File: src/rtl/udcnt_pkg.sv
// Shared types and constants for the udcnt counter and its sweep sequencer.
package udcnt_pkg;

  localparam int unsigned CNT_W = 4;

  typedef enum logic [2:0] {
    StIdle  = 3'd0,
    StAlign = 3'd1,
    StUp    = 3'd2,
    StDown  = 3'd3,
    StDone  = 3'd4
  } sweep_state_t;

endpackage

File: src/rtl/udcnt_sweep_ctrl.sv
// Drives a udcnt counter through repeated lo..hi triangle sweeps, using its q output as feedback.
module udcnt_sweep_ctrl
  import udcnt_pkg::*;
#(
  parameter int unsigned WIDTH = CNT_W,
  parameter int unsigned SW_W  = 8
) (
  input  logic             clk,
  input  logic             rst,
  input  logic             start,
  input  logic             stop,
  input  logic             pause,
  input  logic [WIDTH-1:0] lo,
  input  logic [WIDTH-1:0] hi,
  input  logic [SW_W-1:0]  n_sweeps,
  input  logic [WIDTH-1:0] q,
  output logic             cnt_en,
  output logic             cnt_ud,
  output logic             busy,
  output logic             done,
  output logic             err,
  output logic [SW_W-1:0]  sweep_cnt
);

  sweep_state_t     state_q, state_d;
  logic [WIDTH-1:0] lo_q, lo_d;
  logic [WIDTH-1:0] hi_q, hi_d;
  logic [SW_W-1:0]  n_q, n_d;
  logic [SW_W-1:0]  sweep_q, sweep_d;
  logic             err_q, err_d;
  logic [SW_W-1:0]  sweep_inc;

  assign sweep_inc = sweep_q + SW_W'(1);

  always_comb begin
    state_d = state_q;
    lo_d    = lo_q;
    hi_d    = hi_q;
    n_d     = n_q;
    sweep_d = sweep_q;
    err_d   = err_q;
    cnt_en  = 1'b0;
    cnt_ud  = 1'b1;
    busy    = 1'b0;
    done    = 1'b0;

    case (state_q)
      StIdle: begin
        if (start) begin
          if (hi > lo) begin
            lo_d    = lo;
            hi_d    = hi;
            n_d     = n_sweeps;
            sweep_d = '0;
            err_d   = 1'b0;
            state_d = StAlign;
          end else begin
            err_d   = 1'b1;
            state_d = StDone;
          end
        end
      end
      StAlign: begin
        busy   = 1'b1;
        cnt_ud = (q < lo_q);
        if (stop) begin
          state_d = StIdle;
        end else if (!pause) begin
          if (q == lo_q) begin
            state_d = StUp;
          end else begin
            cnt_en = 1'b1;
          end
        end
      end
      StUp: begin
        busy = 1'b1;
        if (stop) begin
          state_d = StIdle;
        end else if (!pause) begin
          cnt_en = 1'b1;
          // Turn one step early so q lands on hi as DOWN begins.
          if (q == hi_q - WIDTH'(1)) state_d = StDown;
        end
      end
      StDown: begin
        busy   = 1'b1;
        cnt_ud = 1'b0;
        if (stop) begin
          state_d = StIdle;
        end else if (!pause) begin
          cnt_en = 1'b1;
          if (q == lo_q + WIDTH'(1)) begin
            sweep_d = sweep_inc;
            if ((n_q != '0) && (sweep_inc == n_q)) state_d = StDone;
            else                                   state_d = StUp;
          end
        end
      end
      StDone: begin
        done    = !stop;
        state_d = StIdle;
      end
      default: state_d = StIdle;
    endcase
  end

  always_ff @(posedge clk or negedge rst) begin
    if (!rst) begin
      state_q <= StIdle;
      lo_q    <= '0;
      hi_q    <= '0;
      n_q     <= '0;
      sweep_q <= '0;
      err_q   <= 1'b0;
    end else begin
      state_q <= state_d;
      lo_q    <= lo_d;
      hi_q    <= hi_d;
      n_q     <= n_d;
      sweep_q <= sweep_d;
      err_q   <= err_d;
    end
  end

  assign err       = err_q;
  assign sweep_cnt = sweep_q;

endmodule

File: config.mk
export PLATFORM = sky130hd
export DESIGN_NAME = udcnt_sweep_ctrl
export DESIGN_NICKNAME = d
export VERILOG_FILES = /design/src/rtl/udcnt_pkg.sv /design/src/rtl/udcnt_sweep_ctrl.sv
export SDC_FILE = /design/constraint.sdc
export NUM_CORES = 1
export LEC_CHECK = 0
export BUFFER_PORTS_ARGS = -buffer_cell sky130_fd_sc_hd__buf_2
export CORE_MARGIN = 1.5
export CORE_UTILIZATION = 40
export DETAILED_ROUTE_END_ITERATION = 6
export PLACE_DENSITY = 0.58
export RECOVER_POWER = 25
export SLEW_MARGIN = 20
export SYNTH_ARGS = -nofsm -noshare
export SYNTH_HDL_FRONTEND = slang
export SYNTH_SLANG_ARGS = --single-unit
File: constraint.sdc
create_clock -name clk -period 5.4 [get_ports clk]
set_input_delay 1.08 -clock clk [delete_from_list [all_inputs] [get_ports clk]]
set_output_delay 1.08 -clock clk [all_outputs]
set_load 0.005 [all_outputs]
**Word-level counts from Yosys, hierarchy flattened**

Cells that the tools add are included.

- Add/sub/neg operators: 3
- Multiplexer cells: 29
- Magnitude comparators: 2
- Reduce and logical (&&, ||, !) cells: 11
- Equality and inequality tests: 19

Operators with widths:

| operator | count |
|---|---|
| two-way mux 8 bit | 5 |
| two-way mux 3 bit | 12 |
| inequality test 3 bit, second input constant | 6 |
| one-hot mux 8 bit (2 select lines) | 1 |
| equality test 4 bit | 3 |
| one-hot mux 3 bit (4 select lines) | 1 |
| inequality test 2 bit, second input constant | 5 |
| adder 8 x 1 -> 8 bit, second input constant | 1 |
| equality test 8 bit | 1 |
| two-way mux 1 bit | 8 |
| nonzero test 8 bit | 1 |
| AND reduction 7 bit | 1 |
| equality test 3 x 2 -> 1 bit, second input constant | 2 |
| AND reduction 6 bit | 1 |
| adder 4 x 1 -> 4 bit, second input constant | 1 |
| > comparator 4 bit | 1 |
| less-than comparator 4 bit | 1 |
| one-hot mux 1 bit (2 select lines) | 2 |
| subtractor 4 x 1 -> 4 bit, second input constant | 1 |
| equality test 3 x 1 -> 1 bit, second input constant | 1 |
| equality test 3 bit, second input constant | 1 |
| logical NOT 3 bit | 1 |
| AND reduction 3 bit | 1 |
| OR reduction 3 bit | 1 |
| other kinds (5) | 5 |

- Output and inout bits: 13
- Input bits: 25
- Bits in registers: 28

**Depth between registers and ports, before layout**

Gate-level depths: netlist of the first run.

- Depth in word-level cells: 8
- Gate-level depth with buffers: 9

**Least setup slack after synthesis of the first run**

OpenSTA, ideal clock, no wires.

- Path type: input to output
- Start: input q[1]
- End: output cnt_ud
- Stages on the path: 5
- Arrival: 2020 ps
- Setup slack: 2300 ps
- Cell sequence: ha_1 > nor2b_1 > o21a_1 > o21a_1 > o31ai_1

- Longest elaborated chain between the ends: 2

RTL lines:

| item | RTL line | source |
|---|---|---|
| from (decl) | udcnt_sweep_ctrl.sv:16 | `input logic [WIDTH-1:0] q,` |
| less-than comparator 4 bit | udcnt_sweep_ctrl.sv:65 | `cnt_ud = (q < lo_q);` |
| one-hot mux 1 bit (2 select lines) | udcnt_sweep_ctrl.sv:47 | `case (state_q)` |
| to (decl) | udcnt_sweep_ctrl.sv:18 | `output logic cnt_ud,` |

Every way passes these cells.

**Final worst setup path of the first run**

Ends and elaborated chain as after synthesis.

==> reports/results.ini, run 1 <==
[placed_design]
globalplace.congestion=0.911
pre_cts_ws_ns=2.02
port_buffers=37
dp_hpwl_microns=3070

[power]
peakVddDrop_mv=0.300
p_leak_nw=0.972
powerDensity_nw_per_um2=419

[layout]
fillCellCount=441
nNetsFinal=271
syn_to_final_growth_pct=15.0
antenna_cells=0
drive_gt1_share_pct=23.5
post-route-util_pct=48.7

[synthesis]
post-synth-top-area-cell=dfrtp_1
synthTopCellsByArea=dfrtp_1 (37%), ha_1 (7.4%), mux2_2 (7.2%)
syn_inst=201
synth.net_count=237
ys_seq_elements=28
seq_area_frac_synth_pct=37.5
yosysMostFrequentCell=dfrtp_1
synth_edf_count=0
synth_area_per_cell_sq_um=9.31
synthArstFlopShare_pct=100
synth_common_cells=dfrtp_1 (28), nand2_1 (16), nor2_1 (16)
yosys_warnings=0
synth.cell_area_sq_um=1870
synth_top_area_share_pct=37.5
synth-main-ff-cell=dfrtp_1
synth.distinct_cells=35

[floorplan]
die_y_microns=71.4
initial_core_util_pct=42.4
core_sq_um=4410
design.die.area_sq_um=5100
ios=38
fp.dieW_microns=71.4
row_count=24

[drt]
num_vias=1554
first_pass_iters=4
drt-initial-drc-count=124
drc=0
routed_wirelength_microns=3910
wl_per_cell_microns=13.7
viasPerCell=5.43
antenna_left=0

[global_routing]
grt_first_pass_wirelength_microns=6930
gr-total-overflow=0
antenna_found_initial=0
groute.usage.overall_pct=16.9
grt_max_degree=29
grt_pass1_vias=1400

[clock_tree]
htree_num_levels=1
cts-root-buf=clkbuf_8
cts_tree=built
cts_buffers=3
postCtsHoldBufs=0
clk_latency_ns=0.27
cts_resized=0
clkSinkCount=28
post_cts_buffers=0
cts_buffer_depth=2
path_clk_slew_ns=0.10

[sta]
clock_skew_ns=0.00140
finalCritPeriodShare_pct=62.3
fin_ws_ns=2.03
slew_viol_final=29
final.min_clock_period_ns=3.37
rsz0062_at_grt=no
setup_viol=0
hold_viol=0
fmax_mhz=297
setup-tns-final_ns=0
max_slew_margin_pct=-1.13
worst_pin_slew_ns=1.52

[job]
cap_violations=1

[setup_path]
crit_arrival_ns=2.29
critPathKind=in2out
crit_required_ns=4.32
worstSetupEndpointType=output port
path_max_fanout=3
startpoint_type=input port

[worst_hold_path]
hold_class=reg2reg

[run_status]
status=finished, violations left
violations=max-capacitance violations, max-slew violations

area by class of cell:
class	count	area (sq um)	share of cell area (%)
Multi-Input combinational cell	152	1080	50.3
Sequential cell	28	701	32.6
Timing Repair Buffer	37	184	8.55
Tap cell	52	65.1	3.03
Inverter	13	48.8	2.27
Clock buffer	3	41.3	1.92
Clock inverter	1	30.0	1.40
worst max-delay path, stage by stage:
cell and delay [ns]:
buf_2 0.13, ha_1 0.30, nor2b_1 0.13, o21a_1 0.16, o21a_1 0.16, o31ai_1 0.17, buf_2 0.15
sequential cells by signal (all words and copies together), names as in the netlist:
signal	flops
sweep_cnt	8
n_q	8
state_q	3
hi_q	4
lo_q	4
err	1
cell usage in the layout, fill, tap and decap left out:
master     count
buf_2         36
dfrtp_1       28
nor2_1        16
nand2_1       16
o21ai_0       15
inv_1         13
xnor2_1       13
mux2_2        12
ha_1          11
xor2_1         9
nand4_1        6
nor4_1         6
nand3_1        6
nor2b_1        5
nor3_1         5
a21oi_1        4
o41ai_1        4
o21a_1         3
o31ai_1        3
nand2b_1       3
clkbuf_8       3
nor4b_1        2
nor3b_1        2
a211oi_2       2
o211a_1        1
o2111a_1       1
a22oi_1        1
a221oi_1       1
and3_1         1
and4bb_2       1
or3b_1         1
o211ai_1       1
or4b_1         1
bufinv_16      1
clkbuf_1       1
cells by family (layout without fill, tap and decap cells):
logic type	after synthesis	count (layout)	share of synthesized area [%]
simple gates	71	71	19.8
compound gates	36	36	13.1
flops	28	28	37.5
xor+xnor	22	22	10.3
buf+inv	21	54	4.75
mux	12	12	7.22
fa+ha+maj	11	11	7.36
where the power goes:
part	switching (mW)	internal, mW	total [mW]
registers	0.0846	0.281	0.366
clock network	0.0656	0.0992	0.165
logic	0.179	0.192	0.371
total	0.329	0.573	0.901
worst paths after layout:
check	start	to	slack, ns	depth (start not counted)
max	q[1]	cnt_ud	2.03	7
min reg2reg	err	err	0.53	2
max reg2reg	state_q[2]	sweep_cnt[2]	2.85	5
min	err	err	0.53	2
max in group asynchronous	rst	lo_q[3]	3.36	1
min in group asynchronous	rst	sweep_cnt[6]	1.16	1
per-stage QoR:
step | std cells | cell area [sq um] | hold slack [ns] | power [mW]
floorplan | 201 | 1870 | 0.486 | 0.650
global placement | 282 | 2080 | 0.508 | 0.741
detailed placement | 282 | 2080 | 0.518 | 0.743
CTS | 286 | 2150 | 0.541 | 0.910
global route | 286 | 2150 | 0.556 | 0.984
finish | 286 | 2150 | 0.530 | 0.901
metal layers:
layer / routed length [microns] / track usage, % / up-vias
met1: 1960 / 26.1 / 730
li1: - / - / 789
met4: 46 / 3.77 / 0
met3: 166 / 3.80 / 4
met2: 1740 / 24.1 / 31
met5: 0 / 0 / -
No activity file was read; power rests on OpenSTA's default activity.
==> run 2: changes to the inputs <==
clock period = 3.2 ns   (was 5.4 ns; I/O delays follow)
==> reports/results.ini, run 2 (synthesized netlist as in run 1, its figures left out) <==
[global_routing]
gr-total-overflow=0  ; unchanged
antenna_found_initial=0  ; unchanged
grt_pass1_vias=1481  ; was 1400
grt_first_pass_wirelength_microns=7130  ; was 6930 microns
groute.usage.overall_pct=17.5  ; was 16.9%
grt_max_degree=29  ; unchanged

[layout]
layout_commonest_cell=buf_2  ; unchanged
fillCellCount=443  ; was 441
final_area_sq_um=2170  ; was 2150 sq um
drive_gt1_share_pct=24.2  ; was 23.5%
syn_to_final_growth_pct=15.8  ; was 15.0%
final_cell_mix=buf_2 (36), dfrtp_1 (28), nor2_1 (16), nand2_1 (16), o21ai_0 (15)  ; unchanged
antenna_cells=0  ; unchanged
nNetsFinal=273  ; was 271

[run_status]
violations=max-capacitance violations, max-slew violations  ; unchanged
status=finished, violations left  ; unchanged

[drt]
routed_wirelength_microns=4000  ; was 3910 microns
wl_per_cell_microns=13.9  ; was 13.7 microns
antenna_left=0  ; unchanged
viasPerCell=5.37  ; was 5.43
drc=0  ; unchanged
num_vias=1547  ; was 1554
drt-initial-drc-count=128  ; was 124
first_pass_iters=4  ; unchanged

[setup_path]
path_max_fanout=3  ; unchanged
critPathKind=in2out  ; unchanged
startpoint_type=input port  ; unchanged
crit_required_ns=2.56  ; was 4.32 ns
r2r_slack_ns=0.79  ; was 2.85 ns
regToRegStartpoint=hi_q[0]  ; was state_q[2]
reg2reg_depth=8  ; was 5
crit_arrival_ns=1.87  ; was 2.29 ns
worstSetupEndpointType=output port  ; unchanged
r2r-end=state_q[0]  ; was sweep_cnt[2]

[sta]
hold_viol=0  ; unchanged
slew_viol_final=28  ; was 29
fmax_mhz=399
clock_skew_ns=0.00518  ; was 0.00140 ns
final.min_clock_period_ns=2.51
worst_pin_slew_ns=1.51  ; was 1.52 ns
max_slew_margin_pct=-0.384  ; was -1.13%
rsz0062_at_grt=no  ; unchanged
setup_viol=0  ; unchanged
setup-tns-final_ns=0  ; unchanged
finalCritPeriodShare_pct=78.4

[clock_tree]
path_clk_slew_ns=0.09  ; was 0.10 ns
cts_tree=built  ; unchanged
cts-root-buf=clkbuf_8  ; unchanged
postCtsHoldBufs=0  ; unchanged
clkSinkCount=28  ; unchanged
post_cts_buffers=0  ; unchanged
cts_buffer_depth=2  ; unchanged
cts_buffers=3  ; unchanged
cts_resized=0  ; unchanged
clk_latency_ns=0.27  ; about the same
htree_num_levels=1  ; unchanged

[power]
p_sw_share_pct=36.5  ; about the same
powerDensity_nw_per_um2=705  ; was 419 nW/um^2
p_comb_share_pct=41.6  ; was 41.2%
internal_power_mw=0.969  ; was 0.573 mW
peakVddDrop_mv=0.483  ; was 0.300 mV
p_seq_share_pct=40.1  ; was 40.5%
clock_power_share_pct=18.3  ; about the same
switchingPower_mw=0.558  ; was 0.329 mW
p_leak_nw=0.981  ; was 0.972 nW

[placed_design]
port_buffers=37  ; unchanged
placedInstanceArea_sq_um=2100  ; was 2080 sq um
globalplace.congestion=0.804  ; was 0.911
dp_hpwl_microns=3030  ; was 3070 microns

[floorplan]
initial_core_util_pct=42.4  ; unchanged
row_count=24  ; unchanged
die_y_microns=71.4  ; unchanged
core_sq_um=4410  ; unchanged
design.die.area_sq_um=5100  ; unchanged
fp.dieW_microns=71.4  ; unchanged
ios=38  ; unchanged

[worst_hold_path]
hp-start=err  ; unchanged
whs_endpoint=err  ; unchanged
hold_class=reg2reg  ; unchanged
min_path_cells=2  ; unchanged

[job]
cap_violations=1  ; unchanged

==> run 2: critical path: stages <==
cell and delay (ns):
buf_2 0.13, ha_1 0.31, nor2b_1 0.14, o21a_1 0.17, o21a_1 0.17, o31ai_1 0.17, buf_2 0.14
==> run 2: power by group through the flow <==
stage	Combinational, mW	Sequential (mW)	Clock [mW]
after detailed placement	0.633	0.622	0
after global placement	0.632	0.620	0
after global routing	0.722	0.643	0.302
after CTS	0.640	0.614	0.290
after floorplan	0.536	0.562	0
final	0.635	0.612	0.279
==> run 2: final cells by class <==
cell class,instances,area (sq um),area share [%]
clock buffer,3,41.3,1.91
clock inverter,1,30.0,1.39
inverter,13,48.8,2.25
multi-input combinational,152,1080,49.9
sequential,28,701,32.4
tap,52,65.1,3.00
timing repair buffer,39,199,9.19
==> run 2: how the worst max path moves through the flow <==
stage	slack, ns	to	from	depth (start not counted)
2_1_floorplan	0.90	hi_q[2]	lo[1]	7
3_3_place_gp	0.67	sweep_cnt[7]	lo[1]	9
3_5_place_dp	0.63	sweep_cnt[4]	lo[1]	9
4_1_cts	0.68	cnt_ud	q[1]	7
5_1_grt	0.60	state_q[0]	hi_q[0]	8
6_report	0.69	cnt_ud	q[1]	7
==> run 2: metrics by stage <==
stage / total power [mW] / worst slack, ns / std cells / utilization (%) / hold slack (ns)
6_report: 1.53 / 0.692 / 288 / 49.1 / 0.521
5_1_grt: 1.67 / 0.603 / 288 / 49.1 / 0.557
4_1_cts: 1.54 / 0.677 / 288 / 49.1 / 0.393
3_5_place_dp: 1.25 / 0.630 / 284 / 47.5 / 0.510
3_3_place_gp: 1.25 / 0.668 / 284 / 47.5 / 0.500
2_1_floorplan: 1.10 / 0.903 / 201 / - / 0.344
==> run 2: layer usage <==
metal	global-route usage [%]	wire [microns]	vias to the layer above
li1	-	-	790
met1	26.6	2090	721
met2	27.1	1770	34
met3	2.95	124	2
met4	1.89	21	0
met5	0	0	-
==> run 3: changes to the inputs <==
ABC_AREA = 1   (was default)
PLACE_DENSITY = 0.6   (was 0.58)
clock period = 2.09 ns   (was 3.2 ns; I/O delays follow)
==> reports/results.ini, run 3 <==
[global_routing]
grt_pass1_vias=1673  ; was 1481
grt_max_degree=29  ; unchanged
gr-total-overflow=0  ; unchanged
antenna_found_initial=0  ; unchanged
grt_first_pass_wirelength_microns=7510  ; was 7130 microns
groute.usage.overall_pct=17.8  ; was 17.5%

[synthesis]
synth_edf_count=0  ; unchanged
syn_inst=286  ; was 201
synthTopCellsByArea=dfrtp_1 (35%), nand2_1 (18%), inv_1 (8.7%)  ; was dfrtp_1 (37%), ha_1 (7.4%), mux2_2 (7.2%)
synthArstFlopShare_pct=100  ; unchanged
synth_area_per_cell_sq_um=6.95  ; was 9.31 sq um
ys_seq_elements=28  ; unchanged
synth-main-ff-cell=dfrtp_1  ; unchanged
synth.distinct_cells=26  ; was 35
synth_top_area_share_pct=35.3  ; was 37.5%
synth.cell_area_sq_um=1990  ; was 1870 sq um
synth_common_cells=nand2_1 (93), inv_1 (46), dfrtp_1 (28)  ; was dfrtp_1 (28), nand2_1 (16), nor2_1 (16)
post-synth-top-area-cell=dfrtp_1  ; unchanged
seq_area_frac_synth_pct=35.3  ; was 37.5%
yosysMostFrequentCell=nand2_1  ; was dfrtp_1
synth.net_count=322  ; was 237
yosys_warnings=0  ; unchanged

[floorplan]
ios=38  ; unchanged
die_y_microns=73.5  ; was 71.4 microns
core_sq_um=4750  ; was 4410 sq um
fp.dieW_microns=73.5  ; was 71.4 microns
design.die.area_sq_um=5400  ; was 5100 sq um
row_count=25  ; was 24
initial_core_util_pct=41.8  ; was 42.4%

[layout]
layout_commonest_cell=nand2_1  ; was buf_2
final_cell_mix=nand2_1 (93), inv_1 (46), buf_2 (36), dfrtp_1 (28), nand3_1 (24)  ; was buf_2 (36), dfrtp_1 (28), nor2_1 (16), nand2_1 (16), o21ai_0 (15)
fillCellCount=504  ; was 443
syn_to_final_growth_pct=18.4  ; was 15.8%
register_area_sq_um=701  ; unchanged
multi_input_area_sq_um=1080  ; about the same
antenna_cells=0  ; unchanged
nNetsFinal=368  ; was 273
drive_gt1_share_pct=19.3  ; was 24.2%

[sta]
max_slew_margin_pct=-4.07  ; was -0.384%
clock_skew_ns=0.00353  ; was 0.00518 ns
hold_viol=0  ; unchanged
fin_ws_ns=0.0968  ; was 0.692 ns
slew_viol_final=29  ; was 28
fmax_mhz=502
hold_slack_ns=0.345  ; was 0.521 ns
worst_pin_slew_ns=1.56  ; was 1.51 ns
finalCritPeriodShare_pct=95.4
final.min_clock_period_ns=1.99
setup_viol=0  ; unchanged

[worst_hold_path]
hold_class=in2reg  ; was reg2reg

[setup_path]
critPathKind=reg2out  ; was in2out
slowest_delay_ns=0.39  ; was 0.31 ns
crit_chain=inv_1 > ha_1 > a21o_1 > o311ai_1 > buf_2  ; was buf_2 > ha_1 > nor2b_1 > o21a_1 > o21a_1 > o31ai_1 > buf_2
slowest_stage=dfrtp_1  ; was ha_1
worstSetupEndpointType=output port  ; unchanged
startpoint_type=register  ; was input port
crit_required_ns=1.67  ; was 2.56 ns
path_max_fanout=2  ; was 3
crit_arrival_ns=1.58  ; was 1.87 ns

[clock_tree]
clkSinkCount=28  ; unchanged
cts-root-buf=clkbuf_8  ; unchanged
htree_num_levels=1  ; unchanged
path_clk_slew_ns=0.09  ; about the same
clk_latency_ns=0.27  ; about the same
cts_buffer_depth=2  ; unchanged
cts_buffers=3  ; unchanged
cts_tree=built  ; unchanged

[drt]
drt-initial-drc-count=123  ; was 128
drc=0  ; unchanged
routed_wirelength_microns=4400  ; was 4000 microns
antenna_left=0  ; unchanged
num_vias=1814  ; was 1547
wl_per_cell_microns=11.1  ; was 13.9 microns
first_pass_iters=4  ; unchanged
viasPerCell=4.56  ; was 5.37

[placed_design]
globalplace.congestion=0.880  ; was 0.804
port_buffers=37  ; unchanged
dp_hpwl_microns=3470  ; was 3030 microns
pre_cts_ws_ns=0.0591  ; was 0.630 ns

[run_status]
status=finished, violations left  ; unchanged
violations=max-capacitance violations, max-slew violations  ; unchanged

[power]
p_leak_nw=1.28  ; was 0.981 nW
peakVddDrop_mv=0.604  ; was 0.483 mV
powerDensity_nw_per_um2=1080  ; was 705 nW/um^2

[job]
cap_violations=1  ; unchanged

## run 3: layout make-up
cell class	instances	area share, %
repair buffers	45	10.9
well taps	67	3.56
multi-input cells	206	45.7
flip-flops and latches	28	29.8
clock buffers	4	2.34
inverters	48	7.66
## run 3: per-stage QoR
step | total power [mW] | util, % | cells | instance area [sq um] | TNS (ns)
after floorplan | 1.89 | - | 286 | 1990 | 0
after global placement | 2.16 | 47.9 | 392 | 2280 | 0
after detailed placement | 2.17 | 47.9 | 392 | 2280 | 0
after CTS | 2.53 | 49.3 | 397 | 2340 | 0
after global routing | 2.80 | 49.5 | 398 | 2350 | -0.00204
final | 2.53 | 49.5 | 398 | 2350 | 0
## run 3: layer usage
layer  vias up  share of wire, %  track usage, %
met3         2               3.2            3.43
met2        28                46            29.4
li1        985                 -               -
met5         -                 0               0
met4         0              0.45            1.85
met1       799                50            25.0
## run 3: cells by family after synthesis
group | after synthesis | share of synthesized area [%]
buffers and inverters | 52 | 10.8
AO/OA/AOI/OAI | 38 | 12.0
AND/OR/NAND/NOR | 148 | 31.1
adder cells (fa/ha/maj) | 11 | 6.93
XOR/XNOR | 9 | 3.97
flip-flops | 28 | 35.3
## run 3: what timing repair did
action,CTS,global route
setup endpoints to repair,1,1
buffers inserted,1,1
resized for setup,0,2
hold endpoints to repair,0,0
hold buffers,0,0
## run 3: worst paths after layout
kind                        startpoint      endpoint  slack [ns]  cells after the start
setup reg to reg               lo_q[1]  sweep_cnt[0]        0.13                     10
hold reg to reg                    err           err        0.51                      1
max in group asynchronous          rst       hi_q[2]        0.67                      1
setup / recovery               lo_q[3]        cnt_ud         0.1                      5
hold / removal             n_sweeps[3]        n_q[3]        0.35                      3
min in group asynchronous          rst    state_q[1]        0.51                      1
## run 3: report_power, final
part / switching, mW / internal (mW) / leakage, nW / total, mW
clock network: 0.169 / 0.169 / 0.0288 / 0.338
logic: 0.777 / 0.522 / 0.891 / 1.30
registers: 0.161 / 0.733 / 0.360 / 0.893
total: 1.11 / 1.42 / 1.28 / 2.53
## run 3: critical path, delay by kind of cell (launching register included)
family / cells / cell delay, ns
AO/OA/AOI/OAI: 2 / 0.42
buffers and inverters: 2 / 0.20
flip-flops: 1 / 0.39
adder cells (fa/ha/maj): 1 / 0.28
